## config.mk

```make
export PLATFORM = sky130hd
export DESIGN_NAME = count_display_driver
export DESIGN_NICKNAME = d
export VERILOG_FILES = /design/src/rtl/count_display_driver_pkg.sv /design/src/rtl/count_display_driver_seg7_decode.sv /design/src/rtl/count_display_driver.sv
export SDC_FILE = /design/constraint.sdc
export NUM_CORES = 1
export LEC_CHECK = 0
export ABC_CLOCK_PERIOD_IN_PS = 2000
export BUFFER_PORTS_ARGS = -buffer_cell sky130_fd_sc_hd__buf_4
export CORE_MARGIN = 2
export CORE_UTILIZATION = 52
export CTS_BUF_LIST = sky130_fd_sc_hd__clkbuf_4 sky130_fd_sc_hd__clkbuf_8 sky130_fd_sc_hd__clkbuf_16
export DETAILED_ROUTE_END_ITERATION = 7
export GPL_TIMING_DRIVEN = 0
export PLACE_DENSITY = 0.75
export SKIP_CTS_REPAIR_TIMING = 1
export SLEW_MARGIN = 20
export SYNTH_ARGS = -nofsm -noshare
export SYNTH_HDL_FRONTEND = slang
export SYNTH_SLANG_ARGS = --single-unit
```

## constraint.sdc

```tcl
create_clock -name clk -period 2 [get_ports clk]
set_input_delay 0.3 -clock clk [delete_from_list [all_inputs] [get_ports clk]]
set_output_delay 0.3 -clock clk [all_outputs]
set_load 0.005 [all_outputs]
```

## src/rtl/count_display_driver_pkg.sv

```systemverilog
// Shared types for the count display driver: segment
// patterns, scan-state encoding and anode patterns.
package count_display_driver_pkg;

  typedef enum logic [1:0] {
    DIG0 = 2'd0,
    DIG1 = 2'd1,
    DIG2 = 2'd2,
    DIG3 = 2'd3
  } scan_t;

  localparam logic [6:0] SEG_BLANK = 7'h7F;
  localparam logic [6:0] SEG_ZERO  = 7'b1000000;
  localparam logic [3:0] AN_RESET  = 4'b1110;

  // {g,f,e,d,c,b,a}, active-low
  function automatic logic [6:0] seg_pattern(
    input logic [3:0] v
  );
    logic [6:0] p;
    p = SEG_BLANK;
    unique case (v)
      4'd0:    p = 7'b1000000;
      4'd1:    p = 7'b1111001;
      4'd2:    p = 7'b0100100;
      4'd3:    p = 7'b0110000;
      4'd4:    p = 7'b0011001;
      4'd5:    p = 7'b0010010;
      4'd6:    p = 7'b0000010;
      4'd7:    p = 7'b1111000;
      4'd8:    p = 7'b0000000;
      4'd9:    p = 7'b0010000;
      default: p = SEG_BLANK;
    endcase
    return p;
  endfunction

  function automatic logic [3:0] anode_of(
    input scan_t s
  );
    logic [3:0] a;
    a = 4'b1110;
    unique case (s)
      DIG0: a = 4'b1110;
      DIG1: a = 4'b1101;
      DIG2: a = 4'b1011;
      DIG3: a = 4'b0111;
    endcase
    return a;
  endfunction

endpackage

```

## src/rtl/count_display_driver_seg7_decode.sv

```systemverilog
// Combinational 4-bit value to active-low seven-segment
// pattern; blank flag or values above 9 give all-off.
module seg7_decode
  import count_display_driver_pkg::*;
(
  input  logic [3:0] val,
  input  logic       blank,
  output logic [6:0] seg
);

  always_comb begin
    seg = SEG_BLANK;
    if (!blank) seg = seg_pattern(val);
  end

endmodule

```

## src/rtl/count_display_driver.sv

```systemverilog
// Synchronises a 4-bit count, counts 15->0 wraps in BCD and
// scans both on a 4-digit display. Option: BLANK_LEADING_ZERO_EN.
module count_display_driver
  import count_display_driver_pkg::*;
#(
  parameter int REFRESH_DIV   = 100000,
  parameter int SAMPLE_STABLE = 2
) (
  input  logic       clk,
  input  logic       rst,
  input  logic [3:0] count_in,
  output logic [6:0] seg,
  output logic [3:0] an,
  output logic       dp,
  output logic       wrap_pulse,
  output logic [7:0] wrap_bcd
);

  localparam int PW = $clog2(REFRESH_DIV);
  localparam int SW = $clog2(SAMPLE_STABLE + 1);
  localparam logic [PW-1:0] PRE_LAST = PW'(REFRESH_DIV - 1);
  localparam logic [SW-1:0] RUN_MAX  = SW'(SAMPLE_STABLE);

  logic [3:0]    s1, s2, last, stable;
  logic [SW-1:0] run, run_next;
  logic          accept, is_wrap;
  logic [PW-1:0] pre;
  logic          tick;
  scan_t         state_q, state_d;
  logic [3:0]    dig_val;
  logic          dig_blank;
  logic [6:0]    seg_d;
  logic [3:0]    bcd_ones, bcd_tens;

  // run_next counts how long s2 has held its current value
  always_comb begin
    run_next = SW'(1);
    if (s2 == last) begin
      run_next = (run < RUN_MAX) ? run + SW'(1) : run;
    end
  end

  assign accept  = (s2 != stable) && (run_next >= RUN_MAX);
  assign is_wrap = accept && (stable == 4'hF) && (s2 == 4'h0);

  always_ff @(posedge clk) begin
    if (rst) begin
      s1     <= 4'h0;
      s2     <= 4'h0;
      last   <= 4'h0;
      stable <= 4'h0;
      run    <= '0;
    end else begin
      s1   <= count_in;
      s2   <= s1;
      last <= s2;
      if (s2 == stable || accept) run <= '0;
      else                        run <= run_next;
      if (accept) stable <= s2;
    end
  end

  always_comb begin
    bcd_ones = wrap_bcd[3:0] + 4'd1;
    bcd_tens = wrap_bcd[7:4];
    if (wrap_bcd[3:0] == 4'd9) begin
      bcd_ones = 4'd0;
      bcd_tens = (wrap_bcd[7:4] == 4'd9) ? 4'd0
                                         : wrap_bcd[7:4] + 4'd1;
    end
  end

  always_ff @(posedge clk) begin
    if (rst) begin
      wrap_pulse <= 1'b0;
      wrap_bcd   <= 8'h00;
    end else begin
      wrap_pulse <= is_wrap;
      if (is_wrap) wrap_bcd <= {bcd_tens, bcd_ones};
    end
  end

  assign tick = (pre == PRE_LAST);

  always_ff @(posedge clk) begin
    if (rst)       pre <= '0;
    else if (tick) pre <= '0;
    else           pre <= pre + PW'(1);
  end

  always_ff @(posedge clk) begin
    if (rst) state_q <= DIG0;
    else     state_q <= state_d;
  end

  always_comb begin
    state_d = state_q;
    if (tick) begin
      unique case (state_q)
        DIG0: state_d = DIG1;
        DIG1: state_d = DIG2;
        DIG2: state_d = DIG3;
        DIG3: state_d = DIG0;
      endcase
    end
  end

  always_comb begin
    dig_val   = 4'h0;
    dig_blank = 1'b0;
    unique case (state_q)
      DIG0: dig_val = (stable >= 4'd10) ? stable - 4'd10 : stable;
      DIG1: begin
        dig_val = {3'b000, stable >= 4'd10};
`ifdef BLANK_LEADING_ZERO_EN
        dig_blank = (stable < 4'd10);
`endif
      end
      DIG2: dig_val = wrap_bcd[3:0];
      DIG3: begin
        dig_val = wrap_bcd[7:4];
`ifdef BLANK_LEADING_ZERO_EN
        dig_blank = (wrap_bcd[7:4] == 4'd0);
`endif
      end
    endcase
  end

  seg7_decode u_dec (
    .val   (dig_val),
    .blank (dig_blank),
    .seg   (seg_d)
  );

  // Outputs follow state_q one cycle later; seg refreshes every cycle
  always_ff @(posedge clk) begin
    if (rst) begin
      seg <= SEG_ZERO;
      an  <= AN_RESET;
      dp  <= 1'b1;
    end else begin
      seg <= seg_d;
      an  <= anode_of(state_q);
      dp  <= (state_q != DIG2);
    end
  end

endmodule

```

### Word-level counts from Yosys, hierarchy flattened

Memories as Yosys holds them, arrays and structs flattened. A register that Yosys moved wholly into a read port is not among the register bits.
Index checks and enable logic that the tools add are counted.

| word-level totals | value |
|---|---|
| bits in latches | 0 |
| memory bits (writable) | 0 |
| ROM bits | 112 |
| input bits | 6 |
| word-level logic and storage cells | 49 |
| flip-flop bits (word level) | 51 |
| output and inout bits | 21 |
| memories | 1 |

| operators by class | value |
|---|---|
| bitwise operators | 0 |
| reductions and logical operators | 9 |
| multipliers | 0 |
| magnitude comparators | 3 |
| muxes and demuxes | 8 |
| eq/ne operators | 11 |
| div/mod/pow operators | 0 |
| add/sub/neg operators | 5 |
| shifts and indexed selects | 0 |

Memories:

| name | depth | bits a word | rd ports | clocked after memory_dff | wr ports | RTL line | source |
|---|---|---|---|---|---|---|---|
| (name not given) | 16 | 7 | 1 | 1 | 0 | count_display_driver_pkg.sv:22 | `unique case (v)` |

Operators with widths:

| kind | count |
|---|---|
| 4-bit case mux with 4 select lines | 2 |
| 17-bit by 1-bit adder with 17-bit output (second input constant) | 1 |
| 17-bit == test (second input constant) | 1 |
| 4-bit == test (second input constant) | 3 |
| 4-bit two-way mux | 3 |
| 4-bit by 1-bit adder with 4-bit output (second input constant) | 2 |
| 4-bit == test | 2 |
| 2-bit case mux with 4 select lines | 1 |
| 2-bit == test (second input constant) | 2 |
| 4-bit >= comparator (second input constant) | 1 |
| 4-bit logical NOT | 1 |
| 2-bit two-way mux | 2 |
| 4-bit != test | 1 |
| 2-bit OR reduction | 2 |
| 4-bit subtractor (second input constant) | 1 |
| 1-bit logical AND | 3 |
| 2-bit by 1-bit adder with 2-bit output (second input constant) | 1 |
| 2-bit by 1-bit == test with 1-bit output (second input constant) | 1 |
| 2-bit >= comparator (second input constant) | 1 |
| 2-bit logical NOT | 1 |
| 2-bit < comparator (second input constant) | 1 |
| 2-bit != test (second input constant) | 1 |
| 2-bit AND reduction | 1 |
| 1-bit logical OR | 1 |

### Depth between registers and ports, before layout

Gate-level depths: netlist (run 1).

| depth | value |
|---|---|
| depth after elaboration | 8 |
| gate-level depth with buffers | 9 |
| mapped depth without buffers | 9 |

### By module

Synthesis (run 1) repeated with hierarchy kept, for this count alone.

| second synthesis, totals | value |
|---|---|
| cells, all modules | 292 |
| area total of the unflattened synthesis | 2716.4 um^2 |

By module, submodules not included:

| module | cells an instance | seq. area each (um^2) | area each (um^2) | instances |
|---|---|---|---|---|
| count_display_driver | 259 | 1161.1 | 2481.1 | 1 |
| seg7_decode | 33 | 0.0 | 235.2 | 1 |

### Least setup slack after synthesis (run 1)

Ideal clock, no wire load.

| timing path | value |
|---|---|
| kind | reg-to-reg |
| from | register state_q[0] |
| to | register seg[2] |
| library setup time | 0.070 ns |
| data required time | 1.930 ns |
| arrival | 2.027 ns |
| clock period less this slack | 2.097 ns |
| path slack | -0.097 ns |
| buffers on the path | 0 |
| stages on the path, launching flop included | 10 |
| cells stage by stage | dfxtp_1 inv_1 ha_1 a22oi_1 o21ai_0 mux2_2 inv_1 ha_1 or3b_2 a21oi_1 |

| on the way | value |
|---|---|
| cells in the longest elaborated chain, start to end | 2 |
| elaborated cells on any way between the ends | 5 |
| classes of those cells | eq/ne: 3; mux: 1; reduce/logical: 1 |

Ends and longest elaborated chain:

| what | RTL line | source |
|---|---|---|
| start, declared | count_display_driver.sv:29 | `scan_t state_q, state_d;` |
| start signal, assigned | count_display_driver.sv:93 | `else state_q <= state_d;` |
| 2-bit == test (tied with other cells) | count_display_driver.sv:111 | `unique case (state_q)` |
| 4-bit case mux with 4 select lines (*) | count_display_driver.sv:111 |  |
| end, declared | count_display_driver.sv:12 | `output logic [6:0] seg,` |

Every way passes the cells marked *; elsewhere a longest branch is shown, timed or not.
A chain may end at the register's enable or synchronous reset.

### Final worst setup path (run 1)

Ends and elaborated chain as after synthesis.

==> run_results.csv, run 1 <==
group,metric,value,unit
status,status,"completed",
power_and_ir_drop,share_comb_of_total_power,5.2,%
drt,count_of_tritonroute_iterations_in_the_first_routing_pass,4,
grt,grt.overflow.total,0,
worst_setup_path,endpoint_required_time_on_the_critical_path,2270,ps
drt,route.top_layer_used,"met4",
synthesis,synthDominantCellAreaShare,44.0,%
power_and_ir_drop,power-per-cell-area,790,nW/µm²
layout,stdcell_area,3220,µm²
sta,slew_headroom,65.3,%
drt,postRouteAntennaNets,0,
grt,grt.total_usage,17.7,%
synthesis,synthDominantAreaCellType,"dfxtp_1",
sta,finalMaxSlewViolations,0,
drt,post_drt_wl_per_cell,12.0,µm
grt,antenna_violations_before_repair,0,
drt,drt-initial-drc-count,48,
layout,diodes,0,
cts,cts_buffer_depth,2,
cts,cts_tree,"done",
synthesis,synth-seq-cells,57,
floorplan,die_width,74.6,µm
power_and_ir_drop,seq_power_share,46.0,%
grt,grt_pass1_wl,7.37,mm
worst_setup_path,timing.critical_path.to_type,"flop",
grt,number_of_global_route_vias_before_repair,1700,
placed_design,gp_congestion,0.851,
drt,via_count,1952,
synthesis,number_of_enable_flip_flop_cells_after_synthesis,0,
floorplan,dieHeight,74.6,µm
drt,totalWireLength,4.62,mm
floorplan,num_rows,25,
power_and_ir_drop,cellInternalPower,2.02,mW
layout,share_of_cells_above_drive_strength_1,24.8,%
sta,hold_viol,0,
drt,drc,0,
synthesis,postSynthCellCount,273,
sta,fin_worst_hold_slack,176,ps
synthesis,seq_area_frac_synth,44.0,%
synthesis,mappedNetlistNets,290,
drt,route.met2.wl,2.18,mm
grt,grt_max_degree,11,
synthesis,synth_top_flop_cell,"dfxtp_1",
sta,finalSetupViolCount,0,
power_and_ir_drop,report.power.total,2.54,mW
synthesis,synth.distinct_cells,46,
cts,clkTransAtPathRegs,60,ps
cts,cts.sink_count,57,
synthesis,synth_async_sr_flop_share,0,%
cts,clock_tree.root_cell,"clkbuf_8",
drt,route.layer.met1.wl,2.20,mm
hold_path,hp-class,"in -> reg",
cts,cts-buffers-inserted,9,
placed_design,postPlaceCellArea,2880,µm²
worst_setup_path,worst_setup_path_start_kind,"flop",
power_and_ir_drop,p_sw_share,20.3,%
power_and_ir_drop,static-leakage-power,1.27,nW
sta,finalWorstSetupSlack,75.1,ps
sta,fmax,0.519,GHz
placed_design,portBuffers,26,
drt,met3_length,144,µm
synthesis,yosys_warnings,0,
placed_design,pre_cts_slack,-174,ps
drt,viasPerCell,5.06,
power_and_ir_drop,clock_power_share,48.9,%
sta,max_clock_skew,9.35,ps
synthesis,post_synth_main_area_contributors,"dfxtp_1 44%, ha_1 5.3%, nor2_1 5.1%",
cts,clk-insertion-delay-late,340,ps
layout,leading_cell_type_in_the_layout_fill_and_taps_excluded,"dfxtp_1",
sta,worst-slew-pin-transition,516,ps
floorplan,initial_util,54.6,%
power_and_ir_drop,vdd_drop_max,533,µV
floorplan,die_outline_area,5570,µm²
layout,fillerInstances,386,
worst_setup_path,critPathMaxFanout,5,
worst_setup_path,timing.critical_path.arrival,2190,ps
power_and_ir_drop,switching_power,0.517,mW
synthesis,syn-mean-instance-area,9.50,µm²
sta,finalWorstPathRequiredPeriod,1920,ps
placed_design,dp_hpwl,3.17,mm
layout,layout.cells.most_common_list,"55 x dfxtp_1, 35 x nor2_1, 32 x buf_4",
worst_setup_path,timing.setup.critical_path_class,"reg -> reg",
floorplan,boundaryPins,27,
layout,area_growth,24.0,%
cts,ctsHtreeMaxLevel,3,
floorplan,core-area,4750,µm²
run,reported_max_cap_violation_count,0,
layout,finish.net_count,331,
sta,fin_crit_sh,96.2,%
synthesis,syn-cell-area,2590,µm²
stage by stage:
| stage | TNS (ps) | cells | utilization (%) |
|---|---|---|---|
| 6_report | 0 | 386 | 67.6 |
| 5_1_grt | -19.4 | 386 | 67.6 |
| 4_1_cts | -754 | 382 | 65.5 |
| 3_5_place_dp | -634 | 366 | 60.6 |
| 3_3_place_gp | -476 | 366 | 60.6 |
| 2_1_floorplan | 0 | 273 | - |
worst max-delay path, cell delays in order (launching register included):
cell and delay [ps]:
dfxtp_4 370, inv_2 50, ha_4 180, a22oi_2 150, o21ai_1 80, mux2_4 310
inv_2 70, ha_2 160, or3b_4 370, a21oi_2 120
cells in the mapped netlist (4+ instances only):
cell type  instances
a21oi_1            8
dfxtp_1           57
ha_1              11
xor2_1            14
mux2i_1            9
and2_1             5
nand2b_1           5
nand4_1            4
nand2_1           13
nor2b_1           15
o21ai_0            4
a31oi_1            4
nor2_1            35
clkbuf_1           4
xnor2_1           10
nand3_1           11
and3_1             4
inv_1             14
metal layers:
metal  vias up  global-route usage (%)
met5         -                       0
met4         0                    10.7
met3         9                    4.02
met2        33                    28.6
met1       903                    21.5
li1       1007                       -
cell type report:
type | instances | area (µm²) | share of cell area [%]
inverter | 14 | 52.6 | 1.63
tap | 67 | 83.8 | 2.61
clock inverter | 2 | 60.1 | 1.87
buffer | 11 | 67.6 | 2.10
clock buffer | 14 | 174 | 5.41
multi-input combinational | 191 | 1400 | 43.7
timing repair buffer | 30 | 225 | 7.00
sequential | 57 | 1150 | 35.7
flip-flops by register name, summed over array words and instances, names as in the netlist:
register	cells
seg	7
stable	4
state_q	2
s2	4
pre	17
wrap_bcd	8
wrap_pulse	1
run	2
an	3
s1	4
dp	1
last	4
path summary, 6_finish.rpt:
check                            startpoint     end  slack, ps  cells after the start
worst min-delay path            count_in[2]   s1[2]        180                      2
worst max-delay path             state_q[0]  seg[2]         80                      9
worst max register to register   state_q[0]  seg[2]         80                      9
worst min register to register        s1[3]   s2[3]        440                      1
cells by family after synthesis:
kind of cell,count (synthesis),share of synthesized area [%]
simple gates,114,26.2
flops,57,44.0
compound gates,31,7.96
buf+inv,25,4.34
xor+xnor,24,8.10
fa+ha+maj,11,5.31
mux,10,3.91
other cells,1,0.145
power groups by stage:
stage | clock [mW] | sequential, mW | combinational, mW
floorplan | 0 | 1.19 | 0.0985
global placement | 0 | 1.19 | 0.126
detailed placement | 0 | 1.20 | 0.129
CTS | 1.26 | 1.17 | 0.130
global route | 1.31 | 1.17 | 0.146
finish | 1.24 | 1.17 | 0.131
Power figures use the tool's default switching activity.
==> run 2: changes to the inputs <==
--- a/config.mk
+++ b/config.mk
@@ -8,13 +8,13 @@
 export ABC_CLOCK_PERIOD_IN_PS = 2000
 export BUFFER_PORTS_ARGS = -buffer_cell sky130_fd_sc_hd__buf_4
 export CORE_MARGIN = 2
-export CORE_UTILIZATION = 52
+export CORE_UTILIZATION = 30
 export CTS_BUF_LIST = sky130_fd_sc_hd__clkbuf_4 sky130_fd_sc_hd__clkbuf_8 sky130_fd_sc_hd__clkbuf_16
 export DETAILED_ROUTE_END_ITERATION = 7
 export GPL_TIMING_DRIVEN = 0
-export PLACE_DENSITY = 0.75
 export SKIP_CTS_REPAIR_TIMING = 1
 export SLEW_MARGIN = 20
 export SYNTH_ARGS = -nofsm -noshare
 export SYNTH_HDL_FRONTEND = slang
 export SYNTH_SLANG_ARGS = --single-unit
+export TNS_END_PERCENT = 10
==> run 2 against run 1 <==
Combinational power about the same. Design area increased by 1.4%. Register-to-register slack improved by 20 ps. Sequential share of layout area decreased by 0.57 points. Critical path type unchanged. Critical endpoint unchanged.
==> run_results.csv, run 2 (synthesized netlist as in run 1, its figures left out) <==
group,metric,value,unit
grt,grt.overflow.total,0,
drt,post_drt_wl_per_cell,11.8,µm
sta,finalMaxSlewViolations,0,
layout,diodes,0,
floorplan,die_width,97.0,µm
sta,hold_viol,0,
floorplan,boundaryPins,27,
layout,finish.net_count,331,
sta,fmax,0.524,GHz
grt,number_of_global_route_vias_before_repair,1814,
layout,area_growth,25.7,%
worst_setup_path,timing.critical_path.to_type,"flop",
grt,globalRouteMet2Util,16.6,%
cts,cts_tree,"done",
layout,leading_cell_type_in_the_layout_fill_and_taps_excluded,"dfxtp_1",
sta,finalWorstSetupSlack,92.3,ps
drt,via_count,1956,
grt,top_usage_layer,"met2",
sta,finalSetupViolCount,0,
placed_design,gp_congestion,0.820,
cts,clk-insertion-delay-late,330,ps
drt,postRouteAntennaNets,0,
drt,viasPerCell,4.61,
grt,groute.layer.met1.usage,14.2,%
placed_design,dp_hpwl,3.41,mm
layout,share_of_cells_above_drive_strength_1,25.1,%
drt,totalWireLength,5.02,mm
layout,largest_register_ff_count,17,
floorplan,initial_util,31.3,%
placed_design,postPlaceCellArea,2930,µm²
worst_setup_path,reg2reg_depth,9,
sta,finalWorstPathRequiredPeriod,1910,ps
layout,reg.largest.list,"pre (17), wrap_bcd (8), seg (7)",
placed_design,pre_cts_slack,-239,ps
worst_setup_path,timing.setup.critical_path_class,"reg -> reg",
worst_setup_path,endpoint_required_time_on_the_critical_path,2270,ps
cts,clkTransAtPathRegs,60,ps
sta,fin_crit_sh,95.4,%
layout,registers.top_by_ff_count,"pre",
worst_setup_path,worst_setup_path_start_kind,"flop",
power_and_ir_drop,static-leakage-power,1.26,nW
layout,layout.cells.most_common_list,"55 x dfxtp_1, 35 x nor2_1, 32 x buf_4",
cts,cts.sink_count,57,
layout,final_core_util,39.3,%
worst_setup_path,startpoint_of_the_most_critical_register_to_register_path,"state_q[0]",
cts,clock_tree.root_cell,"clkbuf_8",
sta,max_clock_skew,4.99,ps
power_and_ir_drop,vdd_drop_max,454,µV
grt,grt_max_degree,11,
grt,grt_pass1_wl,8.49,mm
worst_setup_path,r2r_setup_slack,90,ps
power_and_ir_drop,power-per-cell-area,773,nW/µm²
worst_setup_path,timing.rr.end,"seg[2]",
drt,count_of_tritonroute_iterations_in_the_first_routing_pass,4,
cts,cts-buffers-inserted,9,
placed_design,portBuffers,26,
power_and_ir_drop,report.power.total,2.52,mW
drt,drc,0,
grt,antenna_violations_before_repair,0,
floorplan,core-area,8300,µm²
status,status,"completed",
layout,fillerInstances,840,
floorplan,dieHeight,97.0,µm
floorplan,num_rows,33,
placed_design,dp_cells,404,
drt,drt-initial-drc-count,79,
sta,worst-slew-pin-transition,528,ps
layout,stdcell_area,3260,µm²
worst_setup_path,critPathMaxFanout,6,
worst_setup_path,end_point_of_the_critical_path,"seg[2]",
cts,ctsHtreeMaxLevel,3,
worst_setup_path,worst_setup_path_startpoint,"state_q[0]",
cts,cts_buffer_depth,2,
run,reported_max_cap_violation_count,0,
worst_setup_path,timing.critical_path.arrival,2180,ps
hold_path,hp-class,"in -> reg",
grt,grt.total_usage,11.1,%
grt,grt.met3_usage,4.70,%
floorplan,die_outline_area,9410,µm²
layout,finish.cell_count_without_fillers,424,
sta,slew_headroom,64.8,%
run 2: cell type report:
cell class	count	area, µm²	share of cell area, %
Buffer	11	66.3	2.03
Clock buffer	11	151	4.64
Tap cell	105	131	4.03
Clock inverter	5	77.6	2.38
Inverter	14	55.1	1.69
Multi-Input combinational cell	191	1410	43.2
Sequential cell	57	1150	35.1
Timing Repair Buffer	30	225	6.91
run 2: worst min-delay path by stage:
stage	from	to	slack, ps	cells past startpoint
after detailed placement	s1[0]	s2[0]	420	1
after global routing	count_in[1]	s1[1]	180	2
after floorplan	pre[0]	pre[0]	410	1
final	count_in[2]	s1[2]	170	2
after global placement	s1[2]	s2[2]	420	1
after CTS	count_in[2]	s1[2]	160	2
run 2: critical path, cell delays in order (launching register included):
cell and delay (ps):
dfxtp_4 380, inv_4 50, ha_4 180, a22oi_2 160
o21ai_1 80, mux2_4 300, inv_2 60, ha_2 160
or3b_4 370, a21oi_2 110
run 2: per-stage QoR:
step | TNS, ps | hold WS, ps
after global placement | -414 | 419
after floorplan | 0 | 411
after global routing | -10.9 | 177
final | 0 | 172
after CTS | -1180 | 157
after detailed placement | -970 | 420
run 2: power breakdown:
part,switching (mW),internal [mW]
Combinational,0.0758,0.0578
Sequential,0.0126,1.16
Clock,0.453,0.764
run 2: metal layers:
metal  vias to the layer above  wire (µm)
li1                       1011          -
met1                       889       2410
met2                        46       2270
met3                        10        248
met4                         0         89
met5                         -          0
